[config.mk]
export PLATFORM = sky130hd
export DESIGN_NAME = mem_arbiter_flat
export DESIGN_NICKNAME = d
export VERILOG_FILES = /design/src/rtl/mem_arbiter_pkg.sv /design/src/rtl/mem_arbiter_if.sv /design/src/rtl/mem_arb_grant.sv /design/src/rtl/mem_arbiter.sv /design/src/flat_wrapper.sv
export SDC_FILE = /design/constraint.sdc
export NUM_CORES = 1
export LEC_CHECK = 0
export BUFFER_PORTS_ARGS = -buffer_cell sky130_fd_sc_hd__buf_2
export CAP_MARGIN = 20
export CORE_ASPECT_RATIO = 1.5
export CORE_UTILIZATION = 38
export DETAILED_ROUTE_END_ITERATION = 12
export PLACE_DENSITY = 0.81
export SYNTH_ARGS = -nofsm -noshare
export SYNTH_HDL_FRONTEND = slang
export SYNTH_SLANG_ARGS = --single-unit
[constraint.sdc]
create_clock -name i_clk -period 2.4 [get_ports i_clk]
set_clock_uncertainty 0.05 [all_clocks]
set_input_delay 0.24 -clock i_clk [delete_from_list [all_inputs] [get_ports i_clk]]
set_output_delay 0.24 -clock i_clk [all_outputs]
set_load 0.01 [all_outputs]
[src/rtl/mem_arbiter_pkg.sv]
// rtl/mem_arbiter_pkg.sv - shared state encoding and requester ids for mem_arbiter
package mem_arbiter_pkg;

    localparam int NB_STATE = 1;

    typedef enum logic [NB_STATE-1:0] {
        ST_IDLE  = 1'b0,
        ST_LOCK1 = 1'b1
    } state_t;

    localparam logic REQ_CPU = 1'b0;
    localparam logic REQ_DBG = 1'b1;

endpackage

[src/rtl/mem_arbiter_if.sv]
// rtl/mem_arbiter_if.sv - requester, response and memory-port bundle for mem_arbiter
interface mem_arbiter_if #(
    parameter int NB_DATA    = 32,
    parameter int N_ADDRESS  = 64,
    parameter int NB_ADDRESS = $clog2(N_ADDRESS)
);
    logic                  i_req0_valid;
    logic                  i_req0_we;
    logic [NB_ADDRESS-1:0] i_req0_addr;
    logic [NB_DATA-1:0]    i_req0_wdata;
    logic                  i_req1_valid;
    logic                  i_req1_we;
    logic [NB_ADDRESS-1:0] i_req1_addr;
    logic [NB_DATA-1:0]    i_req1_wdata;
    logic                  i_req1_lock;
    logic                  o_req0_ready;
    logic                  o_req1_ready;
    logic                  o_req0_rvalid;
    logic                  o_req1_rvalid;
    logic [NB_DATA-1:0]    o_req0_rdata;
    logic [NB_DATA-1:0]    o_req1_rdata;
    logic                  o_mem_w_en;
    logic [NB_ADDRESS-1:0] o_mem_w_addr;
    logic [NB_DATA-1:0]    o_mem_w_data;
    logic                  o_mem_r_en;
    logic [NB_ADDRESS-1:0] o_mem_r_addr;
    logic [NB_DATA-1:0]    i_mem_r_data;

    modport slave (
        input  i_req0_valid, i_req0_we, i_req0_addr, i_req0_wdata,
        input  i_req1_valid, i_req1_we, i_req1_addr, i_req1_wdata, i_req1_lock,
        input  i_mem_r_data,
        output o_req0_ready, o_req1_ready, o_req0_rvalid, o_req1_rvalid,
        output o_req0_rdata, o_req1_rdata,
        output o_mem_w_en, o_mem_w_addr, o_mem_w_data, o_mem_r_en, o_mem_r_addr
    );

    modport master (
        output i_req0_valid, i_req0_we, i_req0_addr, i_req0_wdata,
        output i_req1_valid, i_req1_we, i_req1_addr, i_req1_wdata, i_req1_lock,
        output i_mem_r_data,
        input  o_req0_ready, o_req1_ready, o_req0_rvalid, o_req1_rvalid,
        input  o_req0_rdata, o_req1_rdata,
        input  o_mem_w_en, o_mem_w_addr, o_mem_w_data, o_mem_r_en, o_mem_r_addr
    );

endinterface

[src/rtl/mem_arb_grant.sv]
// rtl/mem_arb_grant.sv - combinational winner select; MEM_ARB_RR_EN selects round-robin
//                        conflict resolution instead of fixed CPU priority
module mem_arb_grant
    import mem_arbiter_pkg::*;
(
    input  state_t state,
    input  logic   req0_valid,
    input  logic   req1_valid,
`ifdef MEM_ARB_RR_EN
    input  logic   rr_ptr,
`endif
    output logic   gnt0,
    output logic   gnt1
);

    logic conflict_to_dbg;

`ifdef MEM_ARB_RR_EN
    // Pointer holds the last winner, so a conflict goes to the other side.
    assign conflict_to_dbg = (rr_ptr == REQ_CPU);
`else
    assign conflict_to_dbg = 1'b0;
`endif

    always_comb begin
        gnt0 = 1'b0;
        gnt1 = 1'b0;
        if (state == ST_LOCK1) begin
            gnt1 = req1_valid;
        end else if (req0_valid && req1_valid) begin
            gnt0 = ~conflict_to_dbg;
            gnt1 = conflict_to_dbg;
        end else begin
            gnt0 = req0_valid;
            gnt1 = req1_valid;
        end
    end

endmodule

[src/rtl/mem_arbiter.sv]
// rtl/mem_arbiter.sv - two-requester arbiter for a 1R/1W memory with debug lock;
//                      MEM_ARB_RR_EN enables round-robin conflict resolution
module mem_arbiter
    import mem_arbiter_pkg::*;
#(
    parameter int NB_DATA    = 32,
    parameter int N_ADDRESS  = 64,
    parameter int NB_ADDRESS = $clog2(N_ADDRESS)
) (
    input  logic          i_clk,
    input  logic          i_rst,
    mem_arbiter_if.slave  bus
);

    state_t                state;
    logic                  gnt0_raw, gnt1_raw, gnt0, gnt1;
    logic                  granted, winner, sel_we;
    logic [NB_ADDRESS-1:0] sel_addr;
    logic [NB_DATA-1:0]    sel_wdata;
    logic                  rvalid0_q, rvalid1_q;
    logic [NB_DATA-1:0]    rdata0_q, rdata1_q;
`ifdef MEM_ARB_RR_EN
    logic                  rr_ptr;
`endif

    mem_arb_grant u_grant (
        .state      (state),
        .req0_valid (bus.i_req0_valid),
        .req1_valid (bus.i_req1_valid),
`ifdef MEM_ARB_RR_EN
        .rr_ptr     (rr_ptr),
`endif
        .gnt0       (gnt0_raw),
        .gnt1       (gnt1_raw)
    );

    // Nothing may reach the memory while reset is held.
    assign gnt0    = gnt0_raw & ~i_rst;
    assign gnt1    = gnt1_raw & ~i_rst;
    assign granted = gnt0 | gnt1;
    assign winner  = gnt1 ? REQ_DBG : REQ_CPU;

    assign sel_we    = (winner == REQ_DBG) ? bus.i_req1_we    : bus.i_req0_we;
    assign sel_addr  = (winner == REQ_DBG) ? bus.i_req1_addr  : bus.i_req0_addr;
    assign sel_wdata = (winner == REQ_DBG) ? bus.i_req1_wdata : bus.i_req0_wdata;

    assign bus.o_req0_ready  = gnt0;
    assign bus.o_req1_ready  = gnt1;
    assign bus.o_req0_rvalid = rvalid0_q;
    assign bus.o_req1_rvalid = rvalid1_q;
    assign bus.o_req0_rdata  = rdata0_q;
    assign bus.o_req1_rdata  = rdata1_q;

    always_comb begin
        bus.o_mem_w_en   = 1'b0;
        bus.o_mem_w_addr = '0;
        bus.o_mem_w_data = '0;
        bus.o_mem_r_en   = 1'b0;
        bus.o_mem_r_addr = '0;
        if (granted && sel_we) begin
            bus.o_mem_w_en   = 1'b1;
            bus.o_mem_w_addr = sel_addr;
            bus.o_mem_w_data = sel_wdata;
        end else if (granted) begin
            bus.o_mem_r_en   = 1'b1;
            bus.o_mem_r_addr = sel_addr;
        end
    end

    always_ff @(posedge i_clk or posedge i_rst) begin
        if (i_rst) begin
            state     <= ST_IDLE;
            rvalid0_q <= 1'b0;
            rvalid1_q <= 1'b0;
            rdata0_q  <= '0;
            rdata1_q  <= '0;
`ifdef MEM_ARB_RR_EN
            rr_ptr    <= REQ_DBG;
`endif
        end else begin
            rvalid0_q <= gnt0 & ~bus.i_req0_we;
            rvalid1_q <= gnt1 & ~bus.i_req1_we;
            if (gnt0 && !bus.i_req0_we) rdata0_q <= bus.i_mem_r_data;
            if (gnt1 && !bus.i_req1_we) rdata1_q <= bus.i_mem_r_data;
`ifdef MEM_ARB_RR_EN
            if (granted) rr_ptr <= winner;
`endif
            case (state)
                ST_IDLE:  if (gnt1 && bus.i_req1_lock) state <= ST_LOCK1;
                ST_LOCK1: if (!bus.i_req1_lock)        state <= ST_IDLE;
            endcase
        end
    end

endmodule
[src/flat_wrapper.sv]
// flat-port wrapper written by rule: the top's interface ports become plain ports
module mem_arbiter_flat import mem_arbiter_pkg::*;
#(
    parameter int NB_DATA    = 32,
    parameter int N_ADDRESS  = 64,
    parameter int NB_ADDRESS = $clog2(N_ADDRESS)
)
  (i_clk, i_rst, bus_i_req0_valid, bus_i_req0_we, bus_i_req0_addr, bus_i_req0_wdata, bus_i_req1_valid, bus_i_req1_we, bus_i_req1_addr, bus_i_req1_wdata, bus_i_req1_lock, bus_i_mem_r_data, bus_o_req0_ready, bus_o_req1_ready, bus_o_req0_rvalid, bus_o_req1_rvalid, bus_o_req0_rdata, bus_o_req1_rdata, bus_o_mem_w_en, bus_o_mem_w_addr, bus_o_mem_w_data, bus_o_mem_r_en, bus_o_mem_r_addr);
  mem_arbiter_if #(.NB_DATA(NB_DATA), .N_ADDRESS(N_ADDRESS), .NB_ADDRESS(NB_ADDRESS)) bus_i ();
  input  logic i_clk;
  input  logic i_rst;
  input wire logic [$bits(bus_i.i_req0_valid)-1:0] bus_i_req0_valid;
  input wire logic [$bits(bus_i.i_req0_we)-1:0] bus_i_req0_we;
  input wire logic [$bits(bus_i.i_req0_addr)-1:0] bus_i_req0_addr;
  input wire logic [$bits(bus_i.i_req0_wdata)-1:0] bus_i_req0_wdata;
  input wire logic [$bits(bus_i.i_req1_valid)-1:0] bus_i_req1_valid;
  input wire logic [$bits(bus_i.i_req1_we)-1:0] bus_i_req1_we;
  input wire logic [$bits(bus_i.i_req1_addr)-1:0] bus_i_req1_addr;
  input wire logic [$bits(bus_i.i_req1_wdata)-1:0] bus_i_req1_wdata;
  input wire logic [$bits(bus_i.i_req1_lock)-1:0] bus_i_req1_lock;
  input wire logic [$bits(bus_i.i_mem_r_data)-1:0] bus_i_mem_r_data;
  output wire logic [$bits(bus_i.o_req0_ready)-1:0] bus_o_req0_ready;
  output wire logic [$bits(bus_i.o_req1_ready)-1:0] bus_o_req1_ready;
  output wire logic [$bits(bus_i.o_req0_rvalid)-1:0] bus_o_req0_rvalid;
  output wire logic [$bits(bus_i.o_req1_rvalid)-1:0] bus_o_req1_rvalid;
  output wire logic [$bits(bus_i.o_req0_rdata)-1:0] bus_o_req0_rdata;
  output wire logic [$bits(bus_i.o_req1_rdata)-1:0] bus_o_req1_rdata;
  output wire logic [$bits(bus_i.o_mem_w_en)-1:0] bus_o_mem_w_en;
  output wire logic [$bits(bus_i.o_mem_w_addr)-1:0] bus_o_mem_w_addr;
  output wire logic [$bits(bus_i.o_mem_w_data)-1:0] bus_o_mem_w_data;
  output wire logic [$bits(bus_i.o_mem_r_en)-1:0] bus_o_mem_r_en;
  output wire logic [$bits(bus_i.o_mem_r_addr)-1:0] bus_o_mem_r_addr;
  assign bus_i.i_req0_valid = bus_i_req0_valid;
  assign bus_i.i_req0_we = bus_i_req0_we;
  assign bus_i.i_req0_addr = bus_i_req0_addr;
  assign bus_i.i_req0_wdata = bus_i_req0_wdata;
  assign bus_i.i_req1_valid = bus_i_req1_valid;
  assign bus_i.i_req1_we = bus_i_req1_we;
  assign bus_i.i_req1_addr = bus_i_req1_addr;
  assign bus_i.i_req1_wdata = bus_i_req1_wdata;
  assign bus_i.i_req1_lock = bus_i_req1_lock;
  assign bus_i.i_mem_r_data = bus_i_mem_r_data;
  assign bus_o_req0_ready = bus_i.o_req0_ready;
  assign bus_o_req1_ready = bus_i.o_req1_ready;
  assign bus_o_req0_rvalid = bus_i.o_req0_rvalid;
  assign bus_o_req1_rvalid = bus_i.o_req1_rvalid;
  assign bus_o_req0_rdata = bus_i.o_req0_rdata;
  assign bus_o_req1_rdata = bus_i.o_req1_rdata;
  assign bus_o_mem_w_en = bus_i.o_mem_w_en;
  assign bus_o_mem_w_addr = bus_i.o_mem_w_addr;
  assign bus_o_mem_w_data = bus_i.o_mem_w_data;
  assign bus_o_mem_r_en = bus_i.o_mem_r_en;
  assign bus_o_mem_r_addr = bus_i.o_mem_r_addr;
  mem_arbiter #(.NB_DATA(NB_DATA), .N_ADDRESS(N_ADDRESS), .NB_ADDRESS(NB_ADDRESS)) u_core (.i_clk(i_clk), .i_rst(i_rst), .bus(bus_i));
endmodule
== Word-level counts from Yosys, hierarchy flattened ==
Cells that the tools add are included.
Storage, ports and cells
  register bits: 67
  bits of input ports: 115
  output and inout port bits: 114
  word-level logic and storage cells: 39
Operators by class
  muxes and demuxes: 18
  bitwise gates (word level): 9
  reduce and logical (&&, ||, !) cells: 7
Operators with widths (number)
  2-to-1 mux 32 bit: 2
  2-to-1 mux 6 bit: 4
  2-to-1 mux 1 bit: 11
  logical AND 1 bit: 5
  AND 1 bit: 4
  inverter 1 bit: 4
  logical NOT 1 bit: 2
  one-hot mux 1 bit (2 select lines): 1
  bitwise OR 1 bit: 1

== Longest topological paths before layout ==
Gate-level depths: netlist (run 1).
  depth after elaboration: 8
  mapped depth: 6

== Cells and area by module ==
Synthesis (run 1) repeated with hierarchy kept, for this count alone.
Second synthesis, totals
  cell total of the unflattened synthesis: 250
  area, all modules: 3306.9 sq um
By module, submodules not included
  mem_arbiter: times used 1, cells each 248, area each 3284.4 sq um, sequential area each 1676.6 sq um
  mem_arb_grant: times used 1, cells each 2, area each 22.5 sq um, sequential area each 0.0 sq um

== Worst setup path before layout (run 1) ==
OpenSTA, ideal clock, no wires.
  path type: register to output
  start: register u_core.state
  end: output bus_o_mem_w_data[22]
  arrival: 1.397 ns
  path slack: 0.713 ns
  stages on the path, launching flop included: 6
  cell sequence: dfrtp_1 and2b_4 buf_4 buf_2 o21ai_0 a211oi_1
On the way
  word-level cells in the longest chain between the ends: 6
RTL lines
  from (decl): line mem_arbiter.sv:15  | state_t state;
  from (signal assigned): line mem_arbiter.sv:72  | state <= ST_IDLE;
  from (signal assigned): line mem_arbiter.sv:89  | ST_IDLE: if (gnt1 && bus.i_req1_lock) state <= ST_LOCK1;
  from (signal assigned): line mem_arbiter.sv:90  | ST_LOCK1: if (!bus.i_req1_lock) state <= ST_IDLE;
  2-to-1 mux 1 bit: line mem_arb_grant.sv:28  | if (state == ST_LOCK1) begin
  AND 1 bit: line mem_arbiter.sv:39  | assign gnt1 = gnt1_raw & ~i_rst;
  2-to-1 mux 1 bit: line mem_arbiter.sv:41  | assign winner = gnt1 ? REQ_DBG : REQ_CPU;
  2-to-1 mux 1 bit: line mem_arbiter.sv:43  | assign sel_we = (winner == REQ_DBG) ? bus.i_req1_we : bus.i_req0_we;
  logical AND 1 bit: line mem_arbiter.sv:60  | if (granted && sel_we) begin
  2-to-1 mux 32 bit *: line mem_arbiter.sv:60
  to (decl): line flat_wrapper.sv:30  | output wire logic [$bits(bus_i.o_mem_w_data)-1:0] bus_o_mem_w_data;
Mark *: on every way between the ends. The rest lies on a longest branch, timed or not.

== Worst setup path in the final report (run 1) ==
  start: register u_core.state
  end: output bus_o_mem_r_addr[0]
On the way
  word-level cells in the longest chain between the ends: 6
RTL lines
  2-to-1 mux 1 bit: line mem_arb_grant.sv:28
  AND 1 bit: line mem_arbiter.sv:39
  2-to-1 mux 1 bit: line mem_arbiter.sv:41
  2-to-1 mux 6 bit or 2-to-1 mux 1 bit (tied branches): line mem_arbiter.sv:44, mem_arbiter.sv:43
  2-to-1 mux 6 bit or logical AND 1 bit (tied branches): line mem_arbiter.sv:64, mem_arbiter.sv:60
  2-to-1 mux 6 bit *: line mem_arbiter.sv:60
  to (decl): line flat_wrapper.sv:32  | output wire logic [$bits(bus_i.o_mem_r_addr)-1:0] bus_o_mem_r_addr;
Marked as above.

==> qor.yml, run 1 <==
placed_design:
  dp_hpwl_um: 8100
  dpl.cell_count: 616
  port_buffers: 228
  place_congestion: 0.862
global_route:
  grt_util_all_layers_pct: 22.8
  grt-ovfl-total: 0
  grt_first_pass_wirelength_um: 16300
  antenna_found_initial: 4
  grt_max_degree: 41
  grt_pass1_vias: 3290
floorplanning:
  die_h_um: 119
  start_util_pct: 39.0
  die_w_um: 79.8
  dieArea_sq_um: 9460
  core.rowCount: 42
  fp.coreArea_sq_um: 8830
  io_pins: 229
sta:
  tns_ns: 0
  min_period_ns: 2.24
  fmax_mhz: 446
  period_share_pct: 93.5
  worst_pin_slew_ns: 0.684
  hold_viol_final: 0
  grt_setup_unrepaired: "no"
  drv_slew: 0
  setup_violations: 0
  maxSlewHeadroom_pct: 54.3
  holdWs_ns: 0.102
critical_path:
  crit_path_end_kind: "primary output"
  rr_startpoint: "u_core.state$_DFF_PP0_"
  rr_worst_depth: 4
  reg2reg_slack_ns: 0.39
  cp_data_arrival_time_ns: 1.95
  path_delay_family: "multiplexers"
  crit_end: "bus_o_mem_r_addr[0]"
  crit_buf_inv: 2
  slowest_delay_ns: 0.42
  cp.required_ns: 2.11
  crit_path_start_kind: "flop"
  path_depth: 5
  crit_start: "u_core.state$_DFF_PP0_"
  crit_slowest_cell: "mux2_2"
  path_cells: "nand2b_2, buf_8, mux2_2, a211oi_1, buf_2"
  cp_max_fo: 26
  critical_path_class: "reg -> out"
  r2r_end: "u_core.bus.o_req1_rdata[4]$_DFFE_PP0P_"
pwr:
  power.switching_mw: 1.07
  p_total_mw: 3.77
  ir_drop_mv: 0.660
  intPower_mw: 2.71
  power.share.sequential_pct: 39.9
  p_sw_share_pct: 28.3
  pwr_density_cell_nw_per_um2: 757
  power.leakage_nw: 2.41
  power.share.clock_pct: 33.5
  pwr-share-comb_pct: 26.7
cts:
  cts.path.max_buffers: 2
  cts_sinks: 67
  cts_tree: "done"
  clk_latency_ns: 0.32
  cts_hold_buf: 0
  cts_root_buf: "clkbuf_16"
  cts_buffers: 9
  cts.clk_slew.worst_paths_ns: 0.05
  cts_max_level: 3
run_status:
  status: "completed"
drt:
  drt-initial-drc-count: 135
  routed-via-count: 3429
  ant_nets: 0
  firstDrtPassIters: 4
  routed_via_density: 5.39
  drc: 0
  avgRoutedWirePerCell_um: 17.2
  drt_wl_total_um: 11000
yosys:
  netlist_instances: 300
  yosys.area_share.xor_xnor_pct: 0
  yosysTopAreaCell: "dfrtp_1"
  syn_area_per_cell_sq_um: 11.5
  yosys.area_share.simple_pct: 8.39
  ys_seq_area_share_pct: 48.7
  synth_seq_cells: 67
  muxShareOfSynthArea_pct: 21.2
  synth_top_family_by_area: "multiplexers"
  synth_compound_area_share_pct: 15.7
  yosysWarnings: 0
  synth_nets: 415
  synth_top_area_share_pct: 48.7
  ys_types: 20
  mappedNetlistArea_sq_um: 3450
  synth_fa_ha_area_share_pct: 0
  yosys-top-cells-area: "dfrtp_1 49%, mux2_2 21%, a211oi_1 9.6%"
final_layout:
  final_layout_size_suffix_gt1_share_pct: 63.0
  num-fill-cells: 774
  final_nets: 635
  final_common_cell: "buf_2"
  area_growth_pct: 44.6
  fin_cells: 636
  final_cell_mix: "228 x buf_2, 67 x dfrtp_1, 65 x mux2_2"
job:
  max_cap_viol_count: 0
worst_hold_path:
  holdCritPathClass: "in -> reg"
==> Yosys cell counts <==
cell      count
a211oi_1     44
a31oi_2       1
and2b_4       1
and3b_1       1
buf_1         2
buf_2         7
buf_4         5
buf_6         7
clkbuf_1     12
dfrtp_1      67
inv_1         1
mux2_2       65
nand2b_1      2
nand2b_4      1
nand3_1      38
nor2_1        4
nor2b_1       1
nor3_4        2
o21a_1        1
o21ai_0      38
==> worst min path at each step <==
stage,slack (ns),startpoint,cells past startpoint,end
2_1_floorplan,0.31,bus_i_req1_lock,1,u_core.state$_DFF_PP0_
3_5_place_dp,0.44,bus_i_req1_lock,2,u_core.state$_DFF_PP0_
5_1_grt,0.1,bus_i_req1_lock,2,u_core.state$_DFF_PP0_
4_1_cts,0.09,bus_i_req1_lock,2,u_core.state$_DFF_PP0_
3_3_place_gp,0.42,bus_i_req1_lock,2,u_core.state$_DFF_PP0_
6_report,0.10,bus_i_req1_lock,2,u_core.state$_DFF_PP0_
==> through the flow <==
step / area, sq um / util (%) / worst slack (ns)
after floorplan: 3450 / - / 0.713
after global placement: 4630 / 52.5 / 0.431
after detailed placement: 4630 / 52.5 / 0.386
after CTS: 4930 / 55.8 / 0.00472
after global routing: 4980 / 56.4 / 0.0379
final: 4980 / 56.4 / 0.155
==> per-layer routing <==
| layer | GRT usage (%) | routed length (um) |
|---|---|---|
| met1 | 25.1 | 4100 |
| met2 | 39.4 | 5570 |
| met3 | 6.41 | 989 |
| met4 | 10.8 | 269 |
| met5 | 0 | 31 |
==> area by class of cell <==
class | instances | area, sq um | area share (%)
inverters | 1 | 7.51 | 0.151
repair buffers | 241 | 1270 | 25.5
flip-flops and latches | 67 | 1680 | 33.7
well taps | 110 | 138 | 2.76
multi-input cells | 200 | 1580 | 31.8
clock inverters | 1 | 5.00 | 0.100
diodes | 2 | 5.00 | 0.100
clock buffers | 14 | 294 | 5.90
==> repair_timing <==
item,in CTS,in global routing
endpoints found under the setup margin,0,23
gates resized for setup,0,4
setup buffers,0,2
==> cell families (layout without fill, tap and decap cells) <==
| family | after synthesis | in the layout |
|---|---|---|
| compound gates | 84 | 84 |
| buf+inv | 34 | 257 |
| flops | 67 | 67 |
| mux | 65 | 65 |
| other cells | 0 | 2 |
| simple gates | 50 | 51 |
==> power by group through the flow <==
stage	registers, mW	clock network, mW	logic, mW
after global routing	1.53	1.35	1.08
after global placement	1.50	0	0.973
after CTS	1.51	1.29	1.00
after detailed placement	1.52	0	0.999
after floorplan	1.63	0	0.414
final	1.50	1.26	1.01
==> flip-flops by register name (all words and copies together) (netlist names) <==
register and flops:
u_core.bus.o_req0_rdata 32, u_core.bus.o_req0_rvalid 1, u_core.bus.o_req1_rdata 32, u_core.bus.o_req1_rvalid 1
u_core.state 1
(Power assumes the default switching activity.)
==> run 2, diff against run 1 <==
- CORE_MARGIN: default -> 8
- CORE_UTILIZATION: 38 -> 39
- CTS_BUF_LIST: default -> sky130_fd_sc_hd__clkbuf_4 sky130_fd_sc_hd__clkbuf_8
- PLACE_DENSITY: 0.81 -> 0.82
==> qor.yml, run 2 (same netlist as run 1, synthesis figures left out) <==
drt:
  routed_via_density: 5.36  # -0.52%
  drt_wl_total_um: 12000  # +9.4%
  avgRoutedWirePerCell_um: 19.1  # +10%
  drt-initial-drc-count: 90  # -33%
  firstDrtPassIters: 5  # +1
  ant_nets: 0  # unchanged
  routed-via-count: 3379  # -1.5%
  drc: 0  # unchanged
pwr:
  ir_drop_mv: 0.507  # -23%
  power.share.sequential_pct: 43.4  # +3.5 points
  p_sw_share_pct: 29.9  # +1.7 points
  p_total_mw: 3.45  # -8.6%
  power.share.clock_pct: 27.2  # -6.3 points
  pwr-share-comb_pct: 29.4  # +2.7 points
  intPower_mw: 2.42  # -11%
  pwr_density_cell_nw_per_um2: 712  # -6.0%
  power.switching_mw: 1.03  # -3.3%
  power.leakage_nw: 2.33  # -3.1%
sta:
  tns_ns: 0  # unchanged
  setup_violations: 0  # unchanged
  period_share_pct: 90.9  # -2.6 points
  min_period_ns: 2.18  # -0.0629 ns
  drv_slew: 0  # unchanged
  holdWs_ns: 0.0737  # -0.0286 ns
  setup_slack_ns: 0.218  # +0.0629 ns
  fmax_mhz: 458  # +2.9%
  worst_pin_slew_ns: 0.565  # -0.119 ns
  grt_setup_unrepaired: "no"
  maxSlewHeadroom_pct: 62.3  # +8.0 points
  hold_viol_final: 0  # unchanged
final_layout:
  final_layout_size_suffix_gt1_share_pct: 62.5  # -0.43 points
  area_growth_pct: 40.5
  final_cell_mix: "228 x buf_2, 67 x dfrtp_1, 65 x mux2_2"
  final_common_cell: "buf_2"
  final_nets: 629  # -0.94%
critical_path:
  crit_start: "u_core.state$_DFF_PP0_"
  crit_slowest_cell: "dfrtp_1"
  slowest_delay_ns: 0.42  # about the same
  cp_max_fo: 39  # +50%
  r2r_end: "u_core.bus.o_req1_rdata[3]$_DFFE_PP0P_"
  path_cells: "nand2b_2, a31oi_2, buf_4, a211oi_1, buf_2"
  critical_path_class: "reg -> out"
  rr_startpoint: "u_core.state$_DFF_PP0_"
  cp.required_ns: 2.11  # about the same
  reg2reg_slack_ns: 0.57  # +0.18 ns
  crit_path_start_kind: "flop"
  rr_worst_depth: 4  # unchanged
  crit_path_end_kind: "primary output"
  cp_data_arrival_time_ns: 1.89  # -0.06 ns
cts:
  clk_latency_ns: 0.33  # about the same
  cts.clk_slew.worst_paths_ns: 0.07  # +0.02 ns
  cts.path.max_buffers: 2  # unchanged
  cts_tree: "done"
  cts_sinks: 67  # unchanged
  cts_max_level: 3  # unchanged
  cts_buffers: 9  # unchanged
  cts_root_buf: "clkbuf_8"
placed_design:
  dp_hpwl_um: 9110  # +13%
  port_buffers: 228  # unchanged
  place_congestion: 0.902  # +4.7%
  place_worst_setup_slack_ns: 0.420  # +0.0335 ns
worst_hold_path:
  hold_end: "u_core.state$_DFF_PP0_"
  worstHoldPathCells: 2  # unchanged
  min_from: "bus_i_req1_lock"
  holdCritPathClass: "in -> reg"
run_status:
  status: "completed"
floorplanning:
  start_util_pct: 39.5  # +0.47 points
  die_w_um: 92.8  # +16%
  dieArea_sq_um: 12200  # +29%
  core.rowCount: 42  # unchanged
  io_pins: 229  # unchanged
  die_h_um: 131  # +11%
  fp.coreArea_sq_um: 8720  # -1.2%
global_route:
  antenna_found_initial: 2  # -2
  grt_util_all_layers_pct: 18.8  # -3.9 points
  grt_pass1_vias: 3507  # +6.6%
  grt_first_pass_wirelength_um: 18400  # +13%
  grt-ovfl-total: 0  # unchanged
  grt_max_degree: 49  # +20%
job:
  max_cap_viol_count: 0  # unchanged
==> run 2: changes by cell type in the layout (fill, tap and decap cells not counted) <==
cell / before / now
clkbuf_4: 0 / 2
clkbuf_16: 9 / 0
clkbuf_8: 5 / 11
buf_4: 10 / 3
a31oi_4: 1 / 0
bufinv_16: 0 / 1
a31oi_2: 0 / 1
buf_12: 2 / 3
==> run 2: repair_timing <==
action,4_1_cts,5_1_grt
hold buffers,0,0
gates resized for setup,0,4
setup buffers,0,0
setup endpoints to repair,0,15
==> run 2: power groups by stage <==
stage / clock [mW] / combinational (mW) / sequential, mW
2_1_floorplan: 0 / 0.414 / 1.63
3_3_place_gp: 0 / 0.992 / 1.49
3_5_place_dp: 0 / 1.02 / 1.52
4_1_cts: 0.972 / 1.02 / 1.50
5_1_grt: 1.01 / 1.09 / 1.53
6_report: 0.938 / 1.01 / 1.50
==> run 2: worst max-delay path by stage <==
stage | to | slack, ns | cells after the start
finish | bus_o_mem_w_data[6] | 0.22 | 5
global placement | bus_o_mem_w_data[12] | 0.58 | 4
CTS | bus_o_mem_r_addr[1] | 0.04 | 5
floorplan | bus_o_mem_w_data[22] | 0.71 | 5
global route | bus_o_mem_r_addr[1] | 0.09 | 5
detailed placement | bus_o_mem_r_addr[1] | 0.42 | 5
==> run 2: per-stage QoR <==
step                util [%]  cell area (sq um)  std cells
global placement        52.9               4620        612
finish                  55.5               4840        630
global route            55.5               4840        630
detailed placement      52.9               4620        612
CTS                     55.2               4820        627
floorplan                  -               3450        300
==> run 2: area by class of cell <==
type                       count  area [sq um]
tap                          110           138
timing repair buffer         235          1240
fill                         769          3880
antenna                        2          5.00
clock buffer                  13           166
clock inverter                 2          35.0
sequential                    67          1680
multi-input combinational    200          1580
inverter                       1          7.51
==> run 2: worst max-delay path: cells and delay by family (launching register included) <==
family,cells,cell delay [ns]
flip-flops,1,0.42
buffers and inverters,2,0.58
AND/OR/NAND/NOR,1,0.26
AO/OA/AOI/OAI,2,0.31
==> run 2: layer usage <==
layer / GRT usage, % / routed length [um] / vias to the layer above
li1: - / - / 1546
met1: 18.1 / 4070 / 1617
met2: 33.5 / 6240 / 188
met3: 6.90 / 1290 / 28
met4: 10.4 / 398 / 0
met5: 0 / 0 / -
